`src/rtl/hazard_ctrl.sv`:
```
// hazard_ctrl: RV32I 5-stage forwarding, stall/flush sequencing with data-memory wait FSM and stall counter
module hazard_ctrl #(
  parameter int WAIT_MAX = 15,
  parameter int CNT_W    = 32
) (
  input  logic             clk,
  input  logic             rst,
  input  logic [4:0]       Rs1D,
  input  logic [4:0]       Rs2D,
  input  logic [4:0]       Rs1E,
  input  logic [4:0]       Rs2E,
  input  logic [4:0]       RdE,
  input  logic [4:0]       RdM,
  input  logic [4:0]       RdW,
  input  logic             RegWriteM,
  input  logic             RegWriteW,
  input  logic [1:0]       ResultSrcE,
  input  logic [1:0]       ResultSrcM,
  input  logic             MemWriteM,
  input  logic             PCSrcE,
  input  logic             mem_ready,
  output logic [1:0]       ForwardAE,
  output logic [1:0]       ForwardBE,
  output logic             StallF,
  output logic             StallD,
  output logic             StallE,
  output logic             StallM,
  output logic             FlushD,
  output logic             FlushE,
  output logic             FlushW,
  output logic             mem_fault,
  output logic [CNT_W-1:0] stall_cycles
);
  typedef enum logic [1:0] {RUN, MEM_WAIT, FAULT} state_t;
  state_t state, next;
  logic [7:0] wait_cnt, wait_nxt;
  logic mem_stall, lw_stall, hold, run;
  always_comb begin
    ForwardAE = rst ? 2'b00 : (RegWriteM && RdM != 5'd0 && RdM == Rs1E) ? 2'b10 :
                (RegWriteW && RdW != 5'd0 && RdW == Rs1E) ? 2'b01 : 2'b00;
    ForwardBE = rst ? 2'b00 : (RegWriteM && RdM != 5'd0 && RdM == Rs2E) ? 2'b10 :
                (RegWriteW && RdW != 5'd0 && RdW == Rs2E) ? 2'b01 : 2'b00;
  end
  // A frozen E stage defers load-use and branch handling until the memory hold lifts.
  always_comb begin
    mem_stall = (MemWriteM | (ResultSrcM == 2'b01)) & ~mem_ready & (state != FAULT);
    lw_stall  = (ResultSrcE == 2'b01) & (RdE != 5'd0) & ((RdE == Rs1D) | (RdE == Rs2D));
    hold      = ~rst & (mem_stall | (state == FAULT));
    run       = ~rst & ~hold;
    StallF    = hold | (run & lw_stall);
    StallD    = hold | (run & lw_stall);
    StallE    = hold;
    StallM    = hold;
    FlushW    = hold;
    FlushE    = run & (lw_stall | PCSrcE);
    FlushD    = run & PCSrcE;
  end
  always_comb begin
    next     = state;
    wait_nxt = wait_cnt;
    if (state == RUN && mem_stall) begin
      next     = MEM_WAIT;
      wait_nxt = 8'd1;
    end else if (state == MEM_WAIT) begin
      if (mem_ready) begin
        next     = RUN;
        wait_nxt = 8'd0;
      end else if (wait_cnt == 8'(WAIT_MAX)) next = FAULT;
      else wait_nxt = wait_cnt + 8'd1;
    end
  end
  always_ff @(posedge clk or posedge rst) begin
    if (rst) begin
      state        <= RUN;
      wait_cnt     <= 8'd0;
      mem_fault    <= 1'b0;
      stall_cycles <= '0;
    end else begin
      state        <= next;
      wait_cnt     <= wait_nxt;
      mem_fault    <= (next == FAULT);
      stall_cycles <= (StallF && ~&stall_cycles) ? stall_cycles + CNT_W'(1) : stall_cycles;
    end
  end
endmodule

```
`config.mk`:
```
export PLATFORM = sky130hd
export DESIGN_NAME = hazard_ctrl
export DESIGN_NICKNAME = d
export VERILOG_FILES = /design/src/rtl/hazard_ctrl.sv
export SDC_FILE = /design/constraint.sdc
export NUM_CORES = 1
export LEC_CHECK = 0
export CORE_MARGIN = 1
export CORE_UTILIZATION = 35
export DETAILED_ROUTE_END_ITERATION = 8
export GPL_ROUTABILITY_DRIVEN = 0
export GPL_TIMING_DRIVEN = 0
export PLACE_DENSITY = 0.73
export SYNTH_ARGS = -nofsm -noshare
export SYNTH_HDL_FRONTEND = slang
export SYNTH_SLANG_ARGS = --single-unit
```
`constraint.sdc`:
```
create_clock -name clk -period 5 [get_ports clk]
set_clock_uncertainty 0.05 [all_clocks]
set_input_delay 1 -clock clk [delete_from_list [all_inputs] [get_ports clk]]
set_output_delay 1 -clock clk [all_outputs]
set_load 0.1 [all_outputs]
```
Yosys cells after proc, flatten, opt, wreduce, memory -nomap -nowiden:

Cells that the tools add are included.

* flip-flop bits (word level): 43
* bits in latches: 0
* memory bits (writable): 0
* bits in read-only memories: 0
* input port bits: 46
* output and inout bits: 44
* logic and storage cells: 67
* memories kept: 0

* $add $sub $neg: 2
* multiply operators: 0
* divide/modulo/power cells: 0
* order comparisons: 0
* equality and inequality tests: 14
* shifts and indexed selects: 0
* mux-type cells: 14
* bitwise gates (word level): 17
* reductions and logical operators: 16

Operator list (count)
* $add A32 B1 Y32 const B: 1
* $mux W8: 4
* $reduce_and A32 Y1: 1
* $eq A5 B5 Y1: 6
* $mux W2: 8
* $reduce_bool A5 Y1: 3
* $and A1 B1 Y1: 9
* $add A8 B1 Y8 const B: 1
* $eq A8 B4 Y1 const B: 1
* $logic_and A1 B1 Y1: 8
* $eq A2 B1 Y1 const B: 3
* $or A1 B1 Y1: 5
* $eq A2 B2 Y1 const B: 2
* $ne A3 B3 Y1 const B: 1
* $not A1 Y1: 3
* $logic_not A2 Y1: 1
* $mux W1: 2
* $ne A2 B2 Y1 const B: 1
* $reduce_and A2 Y1: 1
* $reduce_bool A2 Y1: 1
* $logic_not A1 Y1: 1

Depth between registers and ports, before layout:

Gate-level depths: netlist of run 1.

* depth after elaboration: 11
* depth in mapped cells: 9
* mapped depth without buffers: 7

Worst setup path after synthesis of run 1:

No wires, ideal clock.

* path type: in2out
* start point: input port rst
* end point: output port ForwardAE[0]
* arrival time: 5.367 ns
* slack: -1.417 ns
* cell stages on the path: 5
* path buffers: 1
* cell sequence: clkbuf_1 -> clkinv_1 -> o211ai_1 -> or4_1 -> nor4_1

* longest elaborated chain between the ends: 1

Ends and longest elaborated chain
* start: declaration: RTL line 7 `input logic rst,`
* $mux W2: RTL line 39 `ForwardAE = rst ? 2'b00 : (RegWriteM && RdM != 5'd0 && RdM == Rs1E) ? 2'b10 :`
* end: declaration: RTL line 22 `output logic [1:0] ForwardAE,`

No other way between the ends.

Final worst setup path of run 1:

* start point: input port RdE[1]
* end point: output port StallF

* longest elaborated chain between the ends: 5
* elaborated cells on any way between the ends: 8
* those cells by class: eq/ne: 2; bitwise: 5; reduce/logical: 1

Ends and longest elaborated chain
* start: declaration: RTL line 12 `input logic [4:0] RdE,`
* $eq A5 B5 Y1 / $reduce_bool A5 Y1 (equally long branches): RTL line 47 `lw_stall = (ResultSrcE == 2'b01) & (RdE != 5'd0) & ((RdE == Rs1D) | (RdE == Rs2D));`
* $or A1 B1 Y1 / $and A1 B1 Y1 (equally long branches): RTL line 47
* $and A1 B1 Y1 *: RTL line 47
* $and A1 B1 Y1 *: RTL line 50 `StallF = hold | (run & lw_stall);`
* $or A1 B1 Y1 *: RTL line 50
* end: declaration: RTL line 24 `output logic StallF,`

Every way passes the cells marked *; elsewhere a longest branch is shown, timed or not.

==> flow_results.xml, run 1 <==
<?xml version="1.0" encoding="UTF-8"?>
<metrics>
  <group name="critical_path">
    <metric name="regToRegEndpoint" unit="">wait_cnt[6]$_DFFE_PP0P_</metric>
    <metric name="worst_path_most_repeated_cell" unit="">sky130_fd_sc_hd__clkdlybuf4s50_1</metric>
    <metric name="rrSetupSlack" unit="ns">2.83</metric>
    <metric name="worst_r2r_path_depth" unit="">8</metric>
    <metric name="worstPathCellList" unit="">clkdlybuf4s50_1 &gt; or4_1 &gt; o21ai_2 &gt; nor2_1 &gt; a21oi_2 &gt; inv_1 &gt; buf_4 &gt; clkdlybuf4s50_1</metric>
    <metric name="slowest_delay" unit="ns">0.96</metric>
    <metric name="critical-path-top-delay-family" unit="">buffers and inverters</metric>
    <metric name="cp.required" unit="ns">3.95</metric>
    <metric name="endpoint_kind" unit="">output port</metric>
    <metric name="crit_buf_inv" unit="">4</metric>
    <metric name="critical_path_class" unit="">in -&gt; out</metric>
    <metric name="crit_path_top_delay_cell" unit="">sky130_fd_sc_hd__clkdlybuf4s50_1</metric>
    <metric name="worstPathArrival" unit="ns">3.71</metric>
    <metric name="crit_path_start_kind" unit="">primary input</metric>
    <metric name="r2r_start" unit="">wait_cnt[0]$_DFFE_PP0P_</metric>
    <metric name="timing.critical_path.fanout_max" unit="">3</metric>
  </group>
  <group name="synth">
    <metric name="synth_fp_nets" unit="">335</metric>
    <metric name="synth.distinct_cells" unit="">46</metric>
    <metric name="synth_area_per_cell" unit="um2">9.26</metric>
    <metric name="postSynthRegisterBits" unit="">43</metric>
    <metric name="ys_async_sr_fraction" unit="%">100</metric>
    <metric name="mappedNetlistArea" unit="mm2">0.00266</metric>
    <metric name="ys.warnings.count" unit="">0</metric>
    <metric name="ys.flop_type" unit="">sky130_fd_sc_hd__dfrtp_1</metric>
    <metric name="synth_sequential_area_ratio" unit="%">40.5</metric>
    <metric name="synth_edf_count" unit="">0</metric>
    <metric name="syn_inst" unit="">287</metric>
  </group>
  <group name="clock_network">
    <metric name="post_cts_hold_buffer_count" unit="">0</metric>
    <metric name="numCtsBuffers" unit="">5</metric>
    <metric name="clock_latency" unit="ns">0.30</metric>
    <metric name="clk_root_buffer_cell" unit="">sky130_fd_sc_hd__clkbuf_8</metric>
    <metric name="cts_tree" unit="">built</metric>
    <metric name="maximum_buffer_depth_of_the_clock_tree" unit="">2</metric>
    <metric name="cts.reportedPaths.clkPinSlew" unit="ns">0.08</metric>
    <metric name="post_cts_repair_setup_buffers" unit="">0</metric>
    <metric name="cts_max_level" unit="">2</metric>
    <metric name="tritoncts_num_sinks" unit="">43</metric>
  </group>
  <group name="floorplanning">
    <metric name="die_w" unit="um">89.1</metric>
    <metric name="core.rowCount" unit="">31</metric>
    <metric name="fp.dieH" unit="um">89.1</metric>
    <metric name="effective_utilization_at_floorplan" unit="%">36.4</metric>
    <metric name="io-pin-count" unit="">90</metric>
    <metric name="die_ar" unit="mm2">0.00795</metric>
    <metric name="total_core_area" unit="mm2">0.00729</metric>
  </group>
  <group name="final_layout">
    <metric name="diodes" unit="">0</metric>
    <metric name="nNetsFinal" unit="">430</metric>
    <metric name="fin_area" unit="mm2">0.00381</metric>
    <metric name="commonest_non_fill_non_tap_cell_in_the_layout" unit="">sky130_fd_sc_hd__clkdlybuf4s50_1</metric>
    <metric name="most_frequent_cells_in_the_layout" unit="">sky130_fd_sc_hd__clkdlybuf4s50_1 (86), sky130_fd_sc_hd__dfrtp_1 (43), sky130_fd_sc_hd__xor2_1 (36)</metric>
    <metric name="layout-area-overhead-vs-synth" unit="%">43.3</metric>
    <metric name="fill_cells" unit="">700</metric>
    <metric name="drive_above_1_share" unit="%">9.14</metric>
  </group>
  <group name="sta">
    <metric name="hold_viol" unit="">0</metric>
    <metric name="grt_setup_unrepaired" unit="">no</metric>
    <metric name="report.final.slew_viol_count" unit="">0</metric>
    <metric name="max_freq" unit="GHz">0.210</metric>
    <metric name="worst-slew-pin-transition" unit="ns">1.00</metric>
    <metric name="finalSetupViolCount" unit="">0</metric>
    <metric name="final.period_utilization" unit="%">95.3</metric>
    <metric name="max_slew_margin" unit="%">32.9</metric>
    <metric name="finalCriticalPeriod" unit="ns">4.76</metric>
    <metric name="fin_setup_tns" unit="ns">0</metric>
  </group>
  <group name="min_path">
    <metric name="instance_count_along_the_most_critical_hold_path" unit="">1</metric>
    <metric name="hold_path_startpoint" unit="">stall_cycles[7]$_DFFE_PP0P_</metric>
    <metric name="hold_path_end" unit="">stall_cycles[7]$_DFFE_PP0P_</metric>
    <metric name="hp-class" unit="">reg -&gt; reg</metric>
  </group>
  <group name="global_routing">
    <metric name="grt_first_pass_wirelength" unit="um">10300</metric>
    <metric name="first_global_vias" unit="">2156</metric>
    <metric name="global_route.usage.total" unit="%">16.6</metric>
    <metric name="number_of_antenna_violations_at_the_first_check_in_global_routing" unit="">0</metric>
    <metric name="pin_count_of_the_biggest_net_entering_global_routing" unit="">45</metric>
    <metric name="gr-total-overflow" unit="">0</metric>
  </group>
  <group name="detailed_routing">
    <metric name="post-route-drc-count" unit="">0</metric>
    <metric name="drt_total_wl" unit="um">6190</metric>
    <metric name="drt_pre_antenna_iters" unit="">4</metric>
    <metric name="viasPerCell" unit="">4.91</metric>
    <metric name="routed-via-count" unit="">2369</metric>
    <metric name="post_route_antenna_net_violation_count" unit="">0</metric>
    <metric name="dr.first_iter.drc_count" unit="">139</metric>
    <metric name="detail_route.wl_per_cell" unit="um">12.8</metric>
  </group>
  <group name="power_and_ir_drop">
    <metric name="ir_drop" unit="mV">0.148</metric>
    <metric name="p_leak" unit="nW">1.64</metric>
    <metric name="power_density" unit="mW/mm2">259</metric>
  </group>
  <group name="place">
    <metric name="dp.final_hpwl" unit="um">4830</metric>
    <metric name="portbufs" unit="">88</metric>
    <metric name="placed_instance_area" unit="mm2">0.00369</metric>
  </group>
  <group name="run">
    <metric name="max-cap-violations" unit="">0</metric>
  </group>
  <group name="outcome">
    <metric name="status" unit="">complete, no violations</metric>
  </group>
</metrics>
[layout make-up]
type | count | area [um2] | share of cell area, %
clock inverters | 3 | 43.8 | 1.15
plain buffers | 10 | 76.3 | 2.00
inverters | 8 | 31.3 | 0.822
clock buffers | 5 | 68.8 | 1.81
well taps | 99 | 124 | 3.25
flip-flops and latches | 43 | 1080 | 28.3
repair buffers | 88 | 882 | 23.2
multi-input cells | 226 | 1510 | 39.5
[synthesized netlist by cell type (2+ instances only)]
library cell	instances	share of area, %
sky130_fd_sc_hd__o211ai_1	3	0.85
sky130_fd_sc_hd__a31oi_1	2	0.47
sky130_fd_sc_hd__nor4_1	8	1.9
sky130_fd_sc_hd__buf_6	2	0.85
sky130_fd_sc_hd__ha_1	2	0.94
sky130_fd_sc_hd__nor4_2	4	1.9
sky130_fd_sc_hd__nand3_1	17	3.2
sky130_fd_sc_hd__buf_4	6	1.7
sky130_fd_sc_hd__mux2_1	2	0.85
sky130_fd_sc_hd__nand4_1	4	0.94
sky130_fd_sc_hd__xnor2_1	24	7.9
sky130_fd_sc_hd__o21ai_1	13	2.4
sky130_fd_sc_hd__nand2_1	33	4.7
sky130_fd_sc_hd__or4_1	5	1.4
sky130_fd_sc_hd__inv_1	6	0.85
sky130_fd_sc_hd__nor3_1	15	2.8
sky130_fd_sc_hd__xor2_1	36	12
sky130_fd_sc_hd__nand2b_1	2	0.47
sky130_fd_sc_hd__nor2_1	24	3.4
sky130_fd_sc_hd__dfrtp_1	43	40
sky130_fd_sc_hd__and4_1	3	0.99
sky130_fd_sc_hd__nor2b_1	5	1.2
sky130_fd_sc_hd__a21oi_1	2	0.38
sky130_fd_sc_hd__and3_1	4	0.94
[worst register-to-register path: stages, from the launching register on]
cell,delay (ns)
sky130_fd_sc_hd__dfrtp_1,0.41
sky130_fd_sc_hd__ha_1,0.24
sky130_fd_sc_hd__and3_4,0.17
sky130_fd_sc_hd__buf_6,0.12
sky130_fd_sc_hd__a311o_1,0.34
sky130_fd_sc_hd__and2_4,0.17
sky130_fd_sc_hd__buf_6,0.12
sky130_fd_sc_hd__or2_4,0.26
sky130_fd_sc_hd__o31ai_2,0.21
[per-layer routing]
layer  GRT usage (%)  vias up  routed length (um)
met5               0        -                   0
met4            3.46        0                  80
met2            27.2       85                2990
li1                -     1176                   -
met1            22.2     1101                2700
met3            4.34        7                 424
[worst max path at each step]
stage           start      endpoint  cells past startpoint
3_5_place_dp      rst  ForwardBE[0]                      6
3_3_place_gp      rst  ForwardBE[0]                      6
6_report       RdE[1]        StallF                      8
2_1_floorplan  RdM[2]  ForwardAE[1]                      3
5_1_grt        RdE[1]        StallF                      8
4_1_cts           rst  ForwardAE[0]                      6
[registers in the layout (all words and copies together) (netlist names)]
| name | flops |
|---|---|
| stall_cycles | 32 |
| mem_fault | 1 |
| state | 2 |
| wait_cnt | 8 |
[logic make-up (layout without fill, tap and decap cells)]
| logic type | count (synthesis) | in the layout | synth area share (%) |
|---|---|---|---|
| buf+inv | 18 | 114 | 4.00 |
| simple gates | 132 | 132 | 26.5 |
| fa+ha+maj | 2 | 2 | 0.941 |
| mux | 2 | 2 | 0.847 |
| flops | 43 | 43 | 40.5 |
| xor+xnor | 60 | 60 | 19.8 |
| compound gates | 30 | 30 | 7.49 |
[where the power goes]
group	switching (mW)	total, mW	internal, mW
Clock	0.123	0.272	0.149
Combinational	0.212	0.319	0.107
Sequential	0.0254	0.394	0.368
Total	0.361	0.984	0.624
[repair_timing]
action / CTS / global route
gates resized for setup: 1 / 1
endpoints found under the setup margin: 1 / 1
pin swaps: 0 / 0
[per-stage QoR]
stage / setup slack (ns) / power [mW] / util (%) / std cells / hold WS [ns]
floorplan: -0.151 / 0.618 / - / 287 / 0.392
global placement: -0.525 / 0.716 / 50.6 / 474 / 0.417
detailed placement: 0.0113 / 0.720 / 50.7 / 474 / 0.424
CTS: 0.0327 / 0.991 / 52.2 / 482 / 0.440
global route: 0.114 / 1.03 / 52.2 / 482 / 0.462
finish: 0.236 / 0.984 / 52.2 / 482 / 0.435
No activity file was read; power rests on OpenSTA's default activity.
==> run 2: changes to the inputs <==
--- a/config.mk
+++ b/config.mk
@@ -7,6 +7,7 @@
 export LEC_CHECK = 0
 export CORE_MARGIN = 1
 export CORE_UTILIZATION = 35
+export CTS_BUF_LIST = sky130_fd_sc_hd__clkbuf_4
 export DETAILED_ROUTE_END_ITERATION = 8
 export GPL_ROUTABILITY_DRIVEN = 0
 export GPL_TIMING_DRIVEN = 0
==> run 2 against run 1 <==
Net effect: sequential share of layout area up 0.23 points; final area down 0.82%; die area unchanged; combinational power about the same; sequential power about the same; hold slack better by 0.0075 ns.
==> flow_results.xml, run 2 (synthesized netlist as in run 1, its figures left out) <==
<?xml version="1.0" encoding="UTF-8"?>
<metrics>
  <group name="outcome">
    <metric name="status" unit="">complete, no violations</metric>
  </group>
  <group name="final_layout">
    <metric name="drive_above_1_share" unit="%">9.14</metric>
    <metric name="fill_cells" unit="">698</metric>
    <metric name="largest-register" unit="">stall_cycles</metric>
    <metric name="diodes" unit="">0</metric>
    <metric name="layout-area-overhead-vs-synth" unit="%">42.1</metric>
    <metric name="nNetsFinal" unit="">430</metric>
    <metric name="commonest_non_fill_non_tap_cell_in_the_layout" unit="">sky130_fd_sc_hd__clkdlybuf4s50_1</metric>
    <metric name="multiInputGateArea" unit="mm2">0.00151</metric>
    <metric name="largest_register_ff_count" unit="">32</metric>
    <metric name="regArea" unit="mm2">0.00108</metric>
    <metric name="most_frequent_cells_in_the_layout" unit="">sky130_fd_sc_hd__clkdlybuf4s50_1 (86), sky130_fd_sc_hd__dfrtp_1 (43), sky130_fd_sc_hd__xor2_1 (36)</metric>
    <metric name="largest_registers" unit="">stall_cycles x32, wait_cnt x8, state x2</metric>
  </group>
  <group name="sta">
    <metric name="grt_setup_unrepaired" unit="">no</metric>
    <metric name="report.final.slew_viol_count" unit="">0</metric>
    <metric name="max_slew_margin" unit="%">33.0</metric>
    <metric name="finalSetupViolCount" unit="">0</metric>
    <metric name="finalCriticalPeriod" unit="ns">4.76</metric>
    <metric name="max_freq" unit="GHz">0.210</metric>
    <metric name="fin_setup_tns" unit="ns">0</metric>
    <metric name="final.period_utilization" unit="%">95.1</metric>
    <metric name="hold_viol" unit="">0</metric>
    <metric name="worst_hold_slack_after_final_layout" unit="ns">0.442</metric>
    <metric name="worst-slew-pin-transition" unit="ns">1.00</metric>
  </group>
  <group name="global_routing">
    <metric name="global_route.usage.total" unit="%">16.7</metric>
    <metric name="number_of_antenna_violations_at_the_first_check_in_global_routing" unit="">0</metric>
    <metric name="global_route.peak_usage_layer" unit="">met2</metric>
    <metric name="groute.layer.met1.usage" unit="%">22.1</metric>
    <metric name="grt_util_met3" unit="%">3.79</metric>
    <metric name="first_global_vias" unit="">2150</metric>
    <metric name="pin_count_of_the_biggest_net_entering_global_routing" unit="">45</metric>
    <metric name="global_route.usage.met2" unit="%">27.0</metric>
    <metric name="grt_first_pass_wirelength" unit="um">10200</metric>
    <metric name="gr-total-overflow" unit="">0</metric>
  </group>
  <group name="run">
    <metric name="max-cap-violations" unit="">0</metric>
  </group>
  <group name="place">
    <metric name="dp.final_hpwl" unit="um">4830</metric>
    <metric name="portbufs" unit="">88</metric>
  </group>
  <group name="floorplanning">
    <metric name="die_w" unit="um">89.1</metric>
    <metric name="io-pin-count" unit="">90</metric>
    <metric name="core.rowCount" unit="">31</metric>
    <metric name="total_core_area" unit="mm2">0.00729</metric>
    <metric name="die_ar" unit="mm2">0.00795</metric>
    <metric name="fp.dieH" unit="um">89.1</metric>
    <metric name="effective_utilization_at_floorplan" unit="%">36.4</metric>
  </group>
  <group name="power_and_ir_drop">
    <metric name="power_density" unit="mW/mm2">248</metric>
    <metric name="p_leak" unit="nW">1.63</metric>
    <metric name="ir_drop" unit="mV">0.143</metric>
  </group>
  <group name="clock_network">
    <metric name="post_cts_repair_setup_buffers" unit="">0</metric>
    <metric name="post_cts_hold_buffer_count" unit="">0</metric>
    <metric name="tritoncts_num_sinks" unit="">43</metric>
    <metric name="numCtsBuffers" unit="">5</metric>
    <metric name="clock_latency" unit="ns">0.37</metric>
    <metric name="clk_root_buffer_cell" unit="">sky130_fd_sc_hd__clkbuf_4</metric>
    <metric name="cts_tree" unit="">built</metric>
    <metric name="maximum_buffer_depth_of_the_clock_tree" unit="">2</metric>
    <metric name="cts_max_level" unit="">2</metric>
    <metric name="cts.reportedPaths.clkPinSlew" unit="ns">0.13</metric>
  </group>
  <group name="critical_path">
    <metric name="crit_path_top_delay_cell" unit="">sky130_fd_sc_hd__clkdlybuf4s50_1</metric>
    <metric name="worstPathCellList" unit="">clkdlybuf4s50_1 &gt; or4_1 &gt; o21ai_2 &gt; nor2_1 &gt; a21oi_2 &gt; inv_1 &gt; buf_4 &gt; clkdlybuf4s50_1</metric>
    <metric name="endpoint_kind" unit="">output port</metric>
    <metric name="slowest_delay" unit="ns">0.96</metric>
    <metric name="worst_path_most_repeated_cell" unit="">sky130_fd_sc_hd__clkdlybuf4s50_1</metric>
    <metric name="cp.required" unit="ns">3.95</metric>
    <metric name="timing.critical_path.fanout_max" unit="">3</metric>
    <metric name="worstPathArrival" unit="ns">3.71</metric>
    <metric name="crit_path_start_kind" unit="">primary input</metric>
    <metric name="critical_path_class" unit="">in -&gt; out</metric>
  </group>
  <group name="detailed_routing">
    <metric name="dr.first_iter.drc_count" unit="">108</metric>
    <metric name="detail_route.wl_per_cell" unit="um">12.8</metric>
    <metric name="drt_total_wl" unit="um">6170</metric>
    <metric name="post-route-drc-count" unit="">0</metric>
    <metric name="routed-via-count" unit="">2360</metric>
    <metric name="post_route_antenna_net_violation_count" unit="">0</metric>
    <metric name="viasPerCell" unit="">4.90</metric>
    <metric name="drt_pre_antenna_iters" unit="">4</metric>
  </group>
  <group name="min_path">
    <metric name="hp-class" unit="">reg -&gt; reg</metric>
  </group>
</metrics>
## run 2: final cells by class
class / count / area share (%)
inverter: 8 / 0.828
clock inverter: 3 / 1.16
tap: 99 / 3.28
buffer: 10 / 2.02
timing repair buffer: 88 / 23.4
sequential: 43 / 28.5
multi-input combinational: 226 / 39.9
clock buffer: 5 / 0.994
## run 2: worst paths after layout
check / start / to / slack, ns / depth (start not counted)
hold / removal: stall_cycles[7]$_DFFE_PP0P_ / stall_cycles[7]$_DFFE_PP0P_ / 0.44 / 1
setup / recovery: RdE[1] / StallF / 0.24 / 8
max in group asynchronous: rst / wait_cnt[1]$_DFFE_PP0P_ / 3.62 / 2
setup reg to reg: wait_cnt[0]$_DFFE_PP0P_ / wait_cnt[6]$_DFFE_PP0P_ / 2.83 / 8
min in group asynchronous: rst / wait_cnt[4]$_DFFE_PP0P_ / 0.80 / 2
hold reg to reg: stall_cycles[7]$_DFFE_PP0P_ / stall_cycles[7]$_DFFE_PP0P_ / 0.44 / 1
## run 2: repair_timing
item | CTS | global route
resized for setup | 1 | 1
pin swaps | 0 | 0
endpoints found under the setup margin | 1 | 1
## run 2: critical path, delay by kind of cell
kind                   cells  cell delay (ns)
and+or+nand+nor            2             0.65
buffers and inverters      4             1.64
AOI/OAI and AO/OA          2             0.42
## run 2: metal layers
metal / vias to the layer above / share of wire [%]
met5: - / 0
met4: 0 / 1.2
met3: 5 / 6.4
met2: 72 / 48
met1: 1103 / 44
li1: 1180 / -
## run 2: report_power, final
group / switching (mW) / internal, mW / total [mW]
clock: 0.119 / 0.105 / 0.224
sequential: 0.0253 / 0.368 / 0.394
combinational: 0.212 / 0.107 / 0.319
## run 2: metrics by stage
| step | utilization (%) | power, mW | setup slack, ns | std cells | instance area (um2) |
|---|---|---|---|---|---|
| 3_5_place_dp | 50.7 | 0.720 | 0.0113 | 474 | 3690 |
| 4_1_cts | 51.8 | 0.943 | 0.0327 | 482 | 3770 |
| 2_1_floorplan | - | 0.618 | -0.151 | 287 | 2690 |
| 3_3_place_gp | 50.6 | 0.716 | -0.525 | 474 | 3690 |
| 5_1_grt | 51.8 | 0.984 | 0.114 | 482 | 3780 |
| 6_report | 51.8 | 0.936 | 0.243 | 482 | 3780 |
==> run 3: changes to the inputs <==
--- a/config.mk
+++ b/config.mk
@@ -7,11 +7,12 @@
 export LEC_CHECK = 0
 export CORE_MARGIN = 1
 export CORE_UTILIZATION = 35
-export CTS_BUF_LIST = sky130_fd_sc_hd__clkbuf_4
+export CTS_BUF_LIST = sky130_fd_sc_hd__clkbuf_16
 export DETAILED_ROUTE_END_ITERATION = 8
 export GPL_ROUTABILITY_DRIVEN = 0
 export GPL_TIMING_DRIVEN = 0
 export PLACE_DENSITY = 0.73
+export SKIP_LAST_GASP = 1
 export SYNTH_ARGS = -nofsm -noshare
 export SYNTH_HDL_FRONTEND = slang
 export SYNTH_SLANG_ARGS = --single-unit
==> run 3 against run 2 <==
Net effect: global-route usage hardly changed; worst setup slack lost 0.0073 ns; clock-buffer cell count is the same; first-iteration DRC count rose by 44%; clock power is 66% higher; sequential share of layout area decreased by 0.65 points; final area is 2.3% higher; utilization grew 1.2 points; largest cell class unchanged.
==> flow_results.xml, run 3 (synthesized netlist as in run 1, its figures left out) <==
<?xml version="1.0" encoding="UTF-8"?>
<metrics>
  <group name="sta">
    <metric name="report.final.slew_viol_count" unit="">0</metric>
    <metric name="max_slew_margin" unit="%">32.9</metric>
    <metric name="grt_setup_unrepaired" unit="">no</metric>
    <metric name="hold_viol" unit="">0</metric>
    <metric name="max_freq" unit="GHz">0.210</metric>
    <metric name="worst_hold_slack_after_final_layout" unit="ns">0.432</metric>
    <metric name="finalCriticalPeriod" unit="ns">4.76</metric>
    <metric name="final.period_utilization" unit="%">95.3</metric>
    <metric name="worst-slew-pin-transition" unit="ns">1.00</metric>
    <metric name="finalSetupViolCount" unit="">0</metric>
    <metric name="fin_setup_tns" unit="ns">0</metric>
  </group>
  <group name="global_routing">
    <metric name="grt_util_met3" unit="%">4.06</metric>
    <metric name="pin_count_of_the_biggest_net_entering_global_routing" unit="">45</metric>
    <metric name="gr-total-overflow" unit="">0</metric>
    <metric name="groute.layer.met1.usage" unit="%">22.4</metric>
    <metric name="first_global_vias" unit="">2155</metric>
    <metric name="global_route.usage.total" unit="%">16.7</metric>
    <metric name="number_of_antenna_violations_at_the_first_check_in_global_routing" unit="">0</metric>
    <metric name="global_route.usage.met2" unit="%">27.5</metric>
    <metric name="global_route.peak_usage_layer" unit="">met2</metric>
    <metric name="grt_first_pass_wirelength" unit="um">10300</metric>
  </group>
  <group name="detailed_routing">
    <metric name="routed-via-count" unit="">2371</metric>
    <metric name="viasPerCell" unit="">4.92</metric>
    <metric name="post-route-drc-count" unit="">0</metric>
    <metric name="drt_pre_antenna_iters" unit="">4</metric>
    <metric name="post_route_antenna_net_violation_count" unit="">0</metric>
    <metric name="drt_total_wl" unit="um">6220</metric>
    <metric name="dr.first_iter.drc_count" unit="">156</metric>
    <metric name="detail_route.wl_per_cell" unit="um">12.9</metric>
  </group>
  <group name="place">
    <metric name="dp.final_hpwl" unit="um">4830</metric>
    <metric name="placedCellCount" unit="">474</metric>
    <metric name="portbufs" unit="">88</metric>
  </group>
  <group name="floorplanning">
    <metric name="io-pin-count" unit="">90</metric>
    <metric name="core.rowCount" unit="">31</metric>
    <metric name="fp.dieH" unit="um">89.1</metric>
    <metric name="die_ar" unit="mm2">0.00795</metric>
    <metric name="total_core_area" unit="mm2">0.00729</metric>
    <metric name="die_w" unit="um">89.1</metric>
    <metric name="effective_utilization_at_floorplan" unit="%">36.4</metric>
  </group>
  <group name="critical_path">
    <metric name="crit_path_start_kind" unit="">primary input</metric>
    <metric name="critical_path.startpoint" unit="">RdE[1]</metric>
    <metric name="rrSetupSlack" unit="ns">2.83</metric>
    <metric name="worstPathArrival" unit="ns">3.71</metric>
    <metric name="critical_path_class" unit="">in -&gt; out</metric>
    <metric name="r2r_start" unit="">wait_cnt[0]$_DFFE_PP0P_</metric>
    <metric name="cp.required" unit="ns">3.95</metric>
    <metric name="endpoint_kind" unit="">output port</metric>
    <metric name="worst_r2r_path_depth" unit="">8</metric>
    <metric name="regToRegEndpoint" unit="">wait_cnt[6]$_DFFE_PP0P_</metric>
    <metric name="timing.critical_path.fanout_max" unit="">3</metric>
  </group>
  <group name="power_and_ir_drop">
    <metric name="pwr-share-seq" unit="%">36.3</metric>
    <metric name="p_leak" unit="nW">1.67</metric>
    <metric name="combinational_share_of_power" unit="%">29.4</metric>
    <metric name="power.switching" unit="uW">373</metric>
    <metric name="power_density" unit="mW/mm2">280</metric>
    <metric name="power.clock.fraction" unit="%">34.3</metric>
    <metric name="p_sw_share" unit="%">34.4</metric>
    <metric name="power.total" unit="mW">1.08</metric>
    <metric name="cell_internal_pwr" unit="uW">711</metric>
    <metric name="ir_drop" unit="mV">0.186</metric>
  </group>
  <group name="run">
    <metric name="max-cap-violations" unit="">0</metric>
  </group>
  <group name="clock_network">
    <metric name="cts_max_level" unit="">2</metric>
    <metric name="cts_tree" unit="">built</metric>
    <metric name="maximum_buffer_depth_of_the_clock_tree" unit="">2</metric>
    <metric name="clk_root_buffer_cell" unit="">sky130_fd_sc_hd__clkbuf_16</metric>
    <metric name="numCtsBuffers" unit="">5</metric>
    <metric name="cts.reportedPaths.clkPinSlew" unit="ns">0.06</metric>
    <metric name="tritoncts_num_sinks" unit="">43</metric>
    <metric name="clock_latency" unit="ns">0.29</metric>
  </group>
  <group name="min_path">
    <metric name="instance_count_along_the_most_critical_hold_path" unit="">1</metric>
    <metric name="hp-class" unit="">reg -&gt; reg</metric>
    <metric name="hold_path_end" unit="">stall_cycles[7]$_DFFE_PP0P_</metric>
    <metric name="hold_path_startpoint" unit="">stall_cycles[7]$_DFFE_PP0P_</metric>
  </group>
  <group name="final_layout">
    <metric name="commonest_non_fill_non_tap_cell_in_the_layout" unit="">sky130_fd_sc_hd__clkdlybuf4s50_1</metric>
    <metric name="final_util" unit="%">53.0</metric>
    <metric name="largest_registers" unit="">stall_cycles x32, wait_cnt x8, state x2</metric>
    <metric name="largest-register" unit="">stall_cycles</metric>
    <metric name="diodes" unit="">0</metric>
    <metric name="most_frequent_cells_in_the_layout" unit="">sky130_fd_sc_hd__clkdlybuf4s50_1 (86), sky130_fd_sc_hd__dfrtp_1 (43), sky130_fd_sc_hd__xor2_1 (36)</metric>
    <metric name="drive_above_1_share" unit="%">9.14</metric>
    <metric name="largest_register_ff_count" unit="">32</metric>
    <metric name="nNetsFinal" unit="">430</metric>
    <metric name="layout-area-overhead-vs-synth" unit="%">45.4</metric>
    <metric name="final_cells" unit="">482</metric>
  </group>
  <group name="outcome">
    <metric name="status" unit="">complete, no violations</metric>
  </group>
</metrics>
## run 3: cell counts in the layout (fill, tap and decap cells not counted)
No cell type changed its count.
## run 3: how the worst max path moves through the flow
stage / endpoint / depth (start not counted) / slack, ns
after floorplan: ForwardAE[1] / 3 / -0.15
after global placement: ForwardBE[0] / 6 / -0.53
after detailed placement: ForwardBE[0] / 6 / 0.01
after CTS: ForwardAE[0] / 6 / 0.03
after global routing: StallF / 8 / 0.11
final: StallF / 8 / 0.24
## run 3: power by group through the flow
| stage | logic (mW) | clock network, mW | registers (mW) |
|---|---|---|---|
| after floorplan | 0.111 | 0 | 0.507 |
| after global placement | 0.317 | 0 | 0.399 |
| after detailed placement | 0.320 | 0 | 0.400 |
| after CTS | 0.321 | 0.373 | 0.394 |
| after global routing | 0.338 | 0.391 | 0.398 |
| final | 0.319 | 0.371 | 0.394 |
## run 3: timing repair
action / in CTS / in global routing
endpoints found under the setup margin: 1 / 1
cloned: 0 / 0
hold buffers: 0 / 0
pin swaps: 0 / 0
hold endpoints to repair: 0 / 0
setup buffers: 0 / 0
resized for setup: 1 / 1
## run 3: per-layer routing
layer	wire length (um)	vias up
met5	0	-
li1	-	1183
met2	2980	91
met3	461	7
met4	80	0
met1	2690	1090
## run 3: critical path, stage by stage
cell and delay [ns]:
sky130_fd_sc_hd__clkdlybuf4s50_1 0.47, sky130_fd_sc_hd__or4_1 0.58, sky130_fd_sc_hd__o21ai_2 0.18, sky130_fd_sc_hd__nor2_1 0.07, sky130_fd_sc_hd__a21oi_2 0.24, sky130_fd_sc_hd__inv_1 0.09, sky130_fd_sc_hd__buf_4 0.13, sky130_fd_sc_hd__clkdlybuf4s50_1 0.96
## run 3: area by class of cell
type,count,area [um2]
plain buffers,10,76.3
clock buffers,5,125
clock inverters,3,43.8
fillers,690,3430
inverters,8,31.3
multi-input cells,226,1510
flip-flops and latches,43,1080
well taps,99,124
repair buffers,88,882
## run 3: through the flow
step,worst slack [ns],cell area [um2]
after global routing,0.114,3860
after CTS,0.0327,3860
after global placement,-0.525,3690
after detailed placement,0.0113,3690
after floorplan,-0.151,2690
final,0.236,3860
